==> config.mk <==
export PLATFORM = sky130hd
export DESIGN_NAME = jace_scandoubler_flat
export DESIGN_NICKNAME = d
export VERILOG_FILES = /design/src/rtl/jace_scandoubler_if.sv /design/src/rtl/jace_scandoubler.sv /design/src/flat_wrapper.sv
export SDC_FILE = /design/constraint.sdc
export NUM_CORES = 2
export LEC_CHECK = 0
export ABC_AREA = 0
export BUFFER_PORTS_ARGS = -buffer_cell sky130_fd_sc_hd__buf_2
export CELL_PAD_IN_SITES_DETAIL_PLACEMENT = 1
export CELL_PAD_IN_SITES_GLOBAL_PLACEMENT = 2
export CORE_ASPECT_RATIO = 2
export CORE_UTILIZATION = 35
export DETAILED_ROUTE_END_ITERATION = 16
export PLACE_DENSITY_LB_ADDON = 0.3
export RECOVER_POWER = 100
export SLEW_MARGIN = 0
export SYNTH_ARGS = -nofsm -noshare
export SYNTH_HDL_FRONTEND = slang
export SYNTH_SLANG_ARGS = --single-unit
==> constraint.sdc <==
create_clock -name clk -period 3.7 [get_ports clk]
set_input_delay 0.74 -clock clk [delete_from_list [all_inputs] [get_ports clk]]
set_output_delay 0.74 -clock clk [all_outputs]
set_load 0.005 [all_outputs]
==> src/rtl/jace_scandoubler_if.sv <==
// Video bus between the Ace pixel generator (master) and the scan doubler (slave).
// Carries the 15.6 kHz input stream and the doubled-rate 31.2 kHz output.
interface jace_scandoubler_if;
  logic pix_ce;
  logic r_in;
  logic g_in;
  logic b_in;
  logic hsync_in;
  logic vsync_in;
  logic scanlines;
  logic r_out;
  logic g_out;
  logic b_out;
  logic hsync_out;
  logic vsync_out;

  modport master (
    output pix_ce, r_in, g_in, b_in, hsync_in, vsync_in, scanlines,
    input  r_out, g_out, b_out, hsync_out, vsync_out
  );

  modport slave (
    input  pix_ce, r_in, g_in, b_in, hsync_in, vsync_in, scanlines,
    output r_out, g_out, b_out, hsync_out, vsync_out
  );
endinterface

==> src/rtl/jace_scandoubler.sv <==
// Line-doubling scan converter: each input line is captured into one bank of a
// ping-pong buffer and replayed twice at the full clk rate from the other bank.
module jace_scandoubler #(
  parameter int HTOTAL   = 416,
  parameter int ADDR_W   = 9,
  parameter int HS_WIDTH = 32
) (
  input  logic              clk,
  input  logic              reset_n,
  jace_scandoubler_if.slave vid
);

  localparam int                DEPTH  = 1 << ADDR_W;
  localparam logic [ADDR_W-1:0] X_MAX  = ADDR_W'(DEPTH - 1);
  localparam logic [ADDR_W-1:0] HS_END = ADDR_W'(HS_WIDTH);
  localparam logic [ADDR_W:0]   LEN_RST = (ADDR_W + 1)'(HTOTAL);

  logic [2:0]        line_buf [0:2*DEPTH-1];

  logic [ADDR_W-1:0] wr_x;
  logic              wr_bank;
  logic [ADDR_W:0]   line_len;
  logic              hs_hist;
  logic              line_start;

  logic [ADDR_W-1:0] rd_x;
  logic              pass;

  logic [2:0]        ram_q_p1;
  logic [ADDR_W-1:0] rd_x_p1;
  logic              pass_p1;
  logic              vs_p0;
  logic              vs_p1;

  assign line_start = vid.pix_ce && hs_hist && !vid.hsync_in;

  // Write stage: capture at the input pixel rate
  always_ff @(posedge clk) begin
    if (reset_n && vid.pix_ce)
      line_buf[{wr_bank, wr_x}] <= {vid.g_in, vid.r_in, vid.b_in};
  end

  always_ff @(posedge clk) begin
    if (!reset_n) begin
      wr_x     <= '0;
      wr_bank  <= 1'b0;
      line_len <= LEN_RST;
      hs_hist  <= 1'b1;
    end else if (vid.pix_ce) begin
      hs_hist <= vid.hsync_in;
      if (line_start) begin
        line_len <= {1'b0, wr_x} + 1'b1;
        wr_x     <= '0;
        wr_bank  <= ~wr_bank;
      end else if (wr_x != X_MAX) begin
        // a missing hsync parks on the last location rather than wrapping
        wr_x <= wr_x + 1'b1;
      end
    end
  end

  // Read stage p0: replay address, restarted on every input line start
  always_ff @(posedge clk) begin
    if (!reset_n) begin
      rd_x <= '0;
      pass <= 1'b0;
    end else if (line_start) begin
      rd_x <= '0;
      pass <= 1'b0;
    end else if ({1'b0, rd_x} == line_len - 1'b1) begin
      rd_x <= '0;
      pass <= ~pass;
    end else begin
      rd_x <= rd_x + 1'b1;
    end
  end

  // Stage p1: synchronous RAM read, with timing info travelling alongside
  always_ff @(posedge clk) begin
    ram_q_p1 <= line_buf[{~wr_bank, rd_x}];
  end

  always_ff @(posedge clk) begin
    if (!reset_n) begin
      rd_x_p1 <= '1;
      pass_p1 <= 1'b0;
      vs_p0   <= 1'b1;
      vs_p1   <= 1'b1;
    end else begin
      rd_x_p1 <= rd_x;
      pass_p1 <= pass;
      vs_p0   <= vid.vsync_in;
      vs_p1   <= vs_p0;
    end
  end

  // Stage p2: registered outputs
  always_ff @(posedge clk) begin
    if (!reset_n) begin
      {vid.g_out, vid.r_out, vid.b_out} <= 3'b000;
      vid.hsync_out <= 1'b1;
      vid.vsync_out <= 1'b1;
    end else begin
      {vid.g_out, vid.r_out, vid.b_out} <= (vid.scanlines && pass_p1) ? 3'b000 : ram_q_p1;
      vid.hsync_out <= !(rd_x_p1 < HS_END);
      vid.vsync_out <= vs_p1;
    end
  end

endmodule

==> src/flat_wrapper.sv <==
// flat-port wrapper written by rule: the top's interface ports become plain ports
module jace_scandoubler_flat 
#(
  parameter int HTOTAL   = 416,
  parameter int ADDR_W   = 9,
  parameter int HS_WIDTH = 32
)
  (clk, reset_n, vid_pix_ce, vid_r_in, vid_g_in, vid_b_in, vid_hsync_in, vid_vsync_in, vid_scanlines, vid_r_out, vid_g_out, vid_b_out, vid_hsync_out, vid_vsync_out);
  jace_scandoubler_if vid_i ();
  input  logic clk;
  input  logic reset_n;
  input wire logic [$bits(vid_i.pix_ce)-1:0] vid_pix_ce;
  input wire logic [$bits(vid_i.r_in)-1:0] vid_r_in;
  input wire logic [$bits(vid_i.g_in)-1:0] vid_g_in;
  input wire logic [$bits(vid_i.b_in)-1:0] vid_b_in;
  input wire logic [$bits(vid_i.hsync_in)-1:0] vid_hsync_in;
  input wire logic [$bits(vid_i.vsync_in)-1:0] vid_vsync_in;
  input wire logic [$bits(vid_i.scanlines)-1:0] vid_scanlines;
  output wire logic [$bits(vid_i.r_out)-1:0] vid_r_out;
  output wire logic [$bits(vid_i.g_out)-1:0] vid_g_out;
  output wire logic [$bits(vid_i.b_out)-1:0] vid_b_out;
  output wire logic [$bits(vid_i.hsync_out)-1:0] vid_hsync_out;
  output wire logic [$bits(vid_i.vsync_out)-1:0] vid_vsync_out;
  assign vid_i.pix_ce = vid_pix_ce;
  assign vid_i.r_in = vid_r_in;
  assign vid_i.g_in = vid_g_in;
  assign vid_i.b_in = vid_b_in;
  assign vid_i.hsync_in = vid_hsync_in;
  assign vid_i.vsync_in = vid_vsync_in;
  assign vid_i.scanlines = vid_scanlines;
  assign vid_r_out = vid_i.r_out;
  assign vid_g_out = vid_i.g_out;
  assign vid_b_out = vid_i.b_out;
  assign vid_hsync_out = vid_i.hsync_out;
  assign vid_vsync_out = vid_i.vsync_out;
  jace_scandoubler #(.HTOTAL(HTOTAL), .ADDR_W(ADDR_W), .HS_WIDTH(HS_WIDTH)) u_core (.clk(clk), .reset_n(reset_n), .vid(vid_i));
endmodule
==> results.yml <==
cts:
  cts_buffers: 275
  clockRootBuffer: "clkbuf_16"
  path_clk_slew_ns: 0.07
  cts_sinks: 3118
  clock_latency_ns: 0.90
  cts_tree: "built"
  htree_levels: 5
  cts_buffer_depth: 4
status:
  violations: "capacitance limit, slew limit, setup timing"
  status: "finished with violations"
worst_setup_path:
  rr_worst_depth: 4
  ff2ff_setup_slack_ns: -0.08
  cp_cell_sequence: "and3b_1, nand2_1, clkbuf_2, nor2_1"
  critPathMaxStageDelay_ns: 0.96
  required_ns: 4.24
  slowest_stage: "clkbuf_2"
  startpoint_type: "flop"
  crit_path_start: "u_core.wr_x[2]"
  crit_fanout: 16
  reg2reg_to: "u_core.line_buf[277][0]"
  rr_startpoint: "u_core.wr_x[2]"
  cp.arrival_ns: 4.32
  crit_type: "flop to flop"
  crit_path_end_kind: "flop"
min_path:
  min_to: "u_core.hs_hist"
  hold_class: "input pin to flop"
  hp-start: "vid_hsync_in"
  min_delay_path_depth: 3
timing:
  setup_tns_ns: -0.678
  relSlewSlack_pct: -117
  finalCriticalPeriod_ns: 3.78
  fin_crit_sh_pct: 102
  slew_violations: 745
  whs_ns: 0.275
  worst-slew-pin-transition_ns: 3.25
  layout_setup_ws_ns: -0.0827
  max_freq_mhz: 264
  finClkSkew_ns: 0.0444
  hold_viol_final: 0
  setup_viol: 18
job:
  drv_cap: 23
routing:
  antenna_left: 0
  vias: 67563
  wire_per_inst_um: 36.8
  drt-pass1-iter-count: 7
  drt-vias-per-instance: 5.67
  drt_wl_total_um: 439000
  drtIter0Drc: 5944
  drc: 0
floorplanning:
  start_util_pct: 35.2
  chipHeight_um: 846
  io_pins: 14
  row_count: 309
  die_w_um: 424
  fp.dieArea_mm2: 0.359
  core-area_mm2: 0.354
logic_synthesis:
  synth_cells: 6686
  synthFlopType: "edfxtp_1"
  yosysMostFrequentCell: "edfxtp_1"
  synthTopCellsByArea: "edfxtp_1 (74%), mux4_2 (12%), nor2_1 (3.3%)"
  ys_seq_area_share_pct: 74.7
  synth_warnings: 0
  netlist.area_leader.share_pct: 73.9
  synthDistinctLibCells: 77
  synthTopCellsByCount: "edfxtp_1 (3,072), nor2_1 (1,090), mux4_2 (666), mux2i_1 (280), clkbuf_1 (237)"
  syn_avg_cell_area_um2: 18.7
  syn_area_mm2: 0.125
  syn_nets: 6702
  async_reset_ff_share_pct: 0
  synth_largest_area_cell: "edfxtp_1"
  synth-seq-cells: 3118
  synth_edf_count: 3072
global_route:
  grt_max_degree: 158
  antenna_found_initial: 16
  grt_overflow: 0
  grt.total_usage_pct: 24.2
  grt_pass1_vias: 73064
  grt_pass1_wl_um: 600000
  gr-usage-met2_pct: 45.0
  busiest_layer: "met2"
  gr-usage-met3_pct: 2.70
  gr-usage-met1_pct: 26.1
power:
  seq_power_share_pct: 53.6
  p_comb_share_pct: 6.0
  p_int_w: 0.0566
  ir_worst_vdd_v: 0.000326
  switching_share_pct: 21.8
  switchingPower_w: 0.0158
  leakagePower_nw: 43.1
  total_power_w: 0.0724
  powerDensity_mw_per_mm2: 510
  p_clk_share_pct: 40.3
place:
  gp_congestion: 0.861
  io_buffer_count: 13
  pre_cts_ws_ns: -0.426
  hpwl_um: 291000
  numPlacedInstances: 11403
layout:
  drive_above_1_share_pct: 22.6
  fill_cells: 34305
  area_growth_pct: 13.8
  stdcell_count: 11910
  fin_nets: 7044
## metrics by stage
step	instance area (um2)	util (%)
floorplan	125000	-
global placement	134000	37.8
detailed placement	134000	37.8
CTS	143000	40.4
global route	142000	40.1
finish	142000	40.1
## power groups by stage
stage	logic [W]	registers, W	clock network, W
2_1_floorplan	0.00247	0.0396	0
3_3_place_gp	0.00434	0.0396	0
3_5_place_dp	0.00440	0.0396	0
4_1_cts	0.00448	0.0388	0.0296
5_1_grt	0.00458	0.0388	0.0306
6_report	0.00437	0.0388	0.0292
## registers in the layout (all words and copies together), names as in the netlist
name	cells
u_core.pass	1
u_core.rd_x_p1	4
u_core.pass_p1	1
u_core.vs_p1	1
u_core.wr_x	9
u_core.line_len	10
u_core.vs_p0	1
u_core.vid.b_out	1
u_core.vid.g_out	1
u_core.ram_q_p1	3
u_core.rd_x	9
u_core.vid.r_out	1
u_core.line_buf	3072
u_core.wr_bank	1
u_core.hs_hist	1
u_core.vid.vsync_out	1
u_core.vid.hsync_out	1
## cells by family after synthesis
group	Yosys count	share of synthesized area [%]
AND/OR/NAND/NOR	1487	4.82
adder cells (fa/ha/maj)	7	0.0702
XOR/XNOR	29	0.204
multiplexers	974	14.7
AO/OA/AOI/OAI	552	3.18
flip-flops	3118	74.7
buffers and inverters	519	2.34
## how the worst max path moves through the flow
| stage | to | slack, ns | depth (start not counted) |
|---|---|---|---|
| after floorplan | u_core.ram_q_p1[2] | 1.0 | 11 |
| after global placement | u_core.ram_q_p1[1] | -0.75 | 10 |
| after detailed placement | u_core.ram_q_p1[0] | -0.43 | 10 |
| after CTS | u_core.ram_q_p1[0] | 0.01 | 12 |
| after global routing | u_core.ram_q_p1[2] | -0.00009 | 11 |
| final | u_core.line_buf[277][0] | -0.08 | 4 |
## worst max-delay path, delay by kind of cell, from the launching register on
kind                   cells  cell delay [ns]
DFF                        1             0.77
buffers and inverters      1             0.96
and+or+nand+nor            3             1.59
## cells in the final DEF (no fill, tap or decap), types with 14 or more instances in the layout
cell / count
a21oi_1: 96
clkinv_1: 52
buf_12: 96
xnor2_1: 23
mux2i_1: 280
clkbuf_4: 15
a22o_1: 19
o221ai_1: 55
o22ai_1: 33
a31oi_1: 21
buf_4: 306
clkbuf_2: 73
a22oi_1: 87
clkbuf_1: 109
mux4_1: 16
clkinv_2: 43
bufinv_16: 27
o21ai_0: 62
dfxtp_1: 39
and3_1: 19
nand2_1: 193
mux4_2: 666
clkbuf_16: 282
a221oi_1: 58
nor2_1: 1084
edfxtp_1: 3072
nand2b_1: 14
nor3_1: 19
nand3_1: 44
a211oi_1: 17
## layer usage
layer	wire length (um)	up-vias
li1	-	27407
met1	150000	36993
met2	237000	2295
met3	20200	862
met4	31300	6
met5	34	-
## area by class of cell
| cell class | count | area (um2) | share of cell area, % |
|---|---|---|---|
| flip-flops and latches | 3118 | 93200 | 65.6 |
| multi-input cells | 3049 | 28900 | 20.4 |
| clock buffers | 339 | 7320 | 5.16 |
| well taps | 4665 | 5840 | 4.11 |
| repair buffers | 573 | 5220 | 3.67 |
| clock inverters | 143 | 1390 | 0.982 |
| inverters | 11 | 52.6 | 0.0370 |
| diodes | 12 | 30.0 | 0.0211 |
## repair_timing
item                                    4_1_cts  5_1_grt
resized for setup                            16        8
endpoints found under the hold margin         1        0
pin swaps                                     1        1
gates cloned                                  1        1
setup buffers                                10        0
endpoints found under the setup margin        3        3
hold buffers                                  1        0
Note: power is estimated with default switching activity, not from simulation.
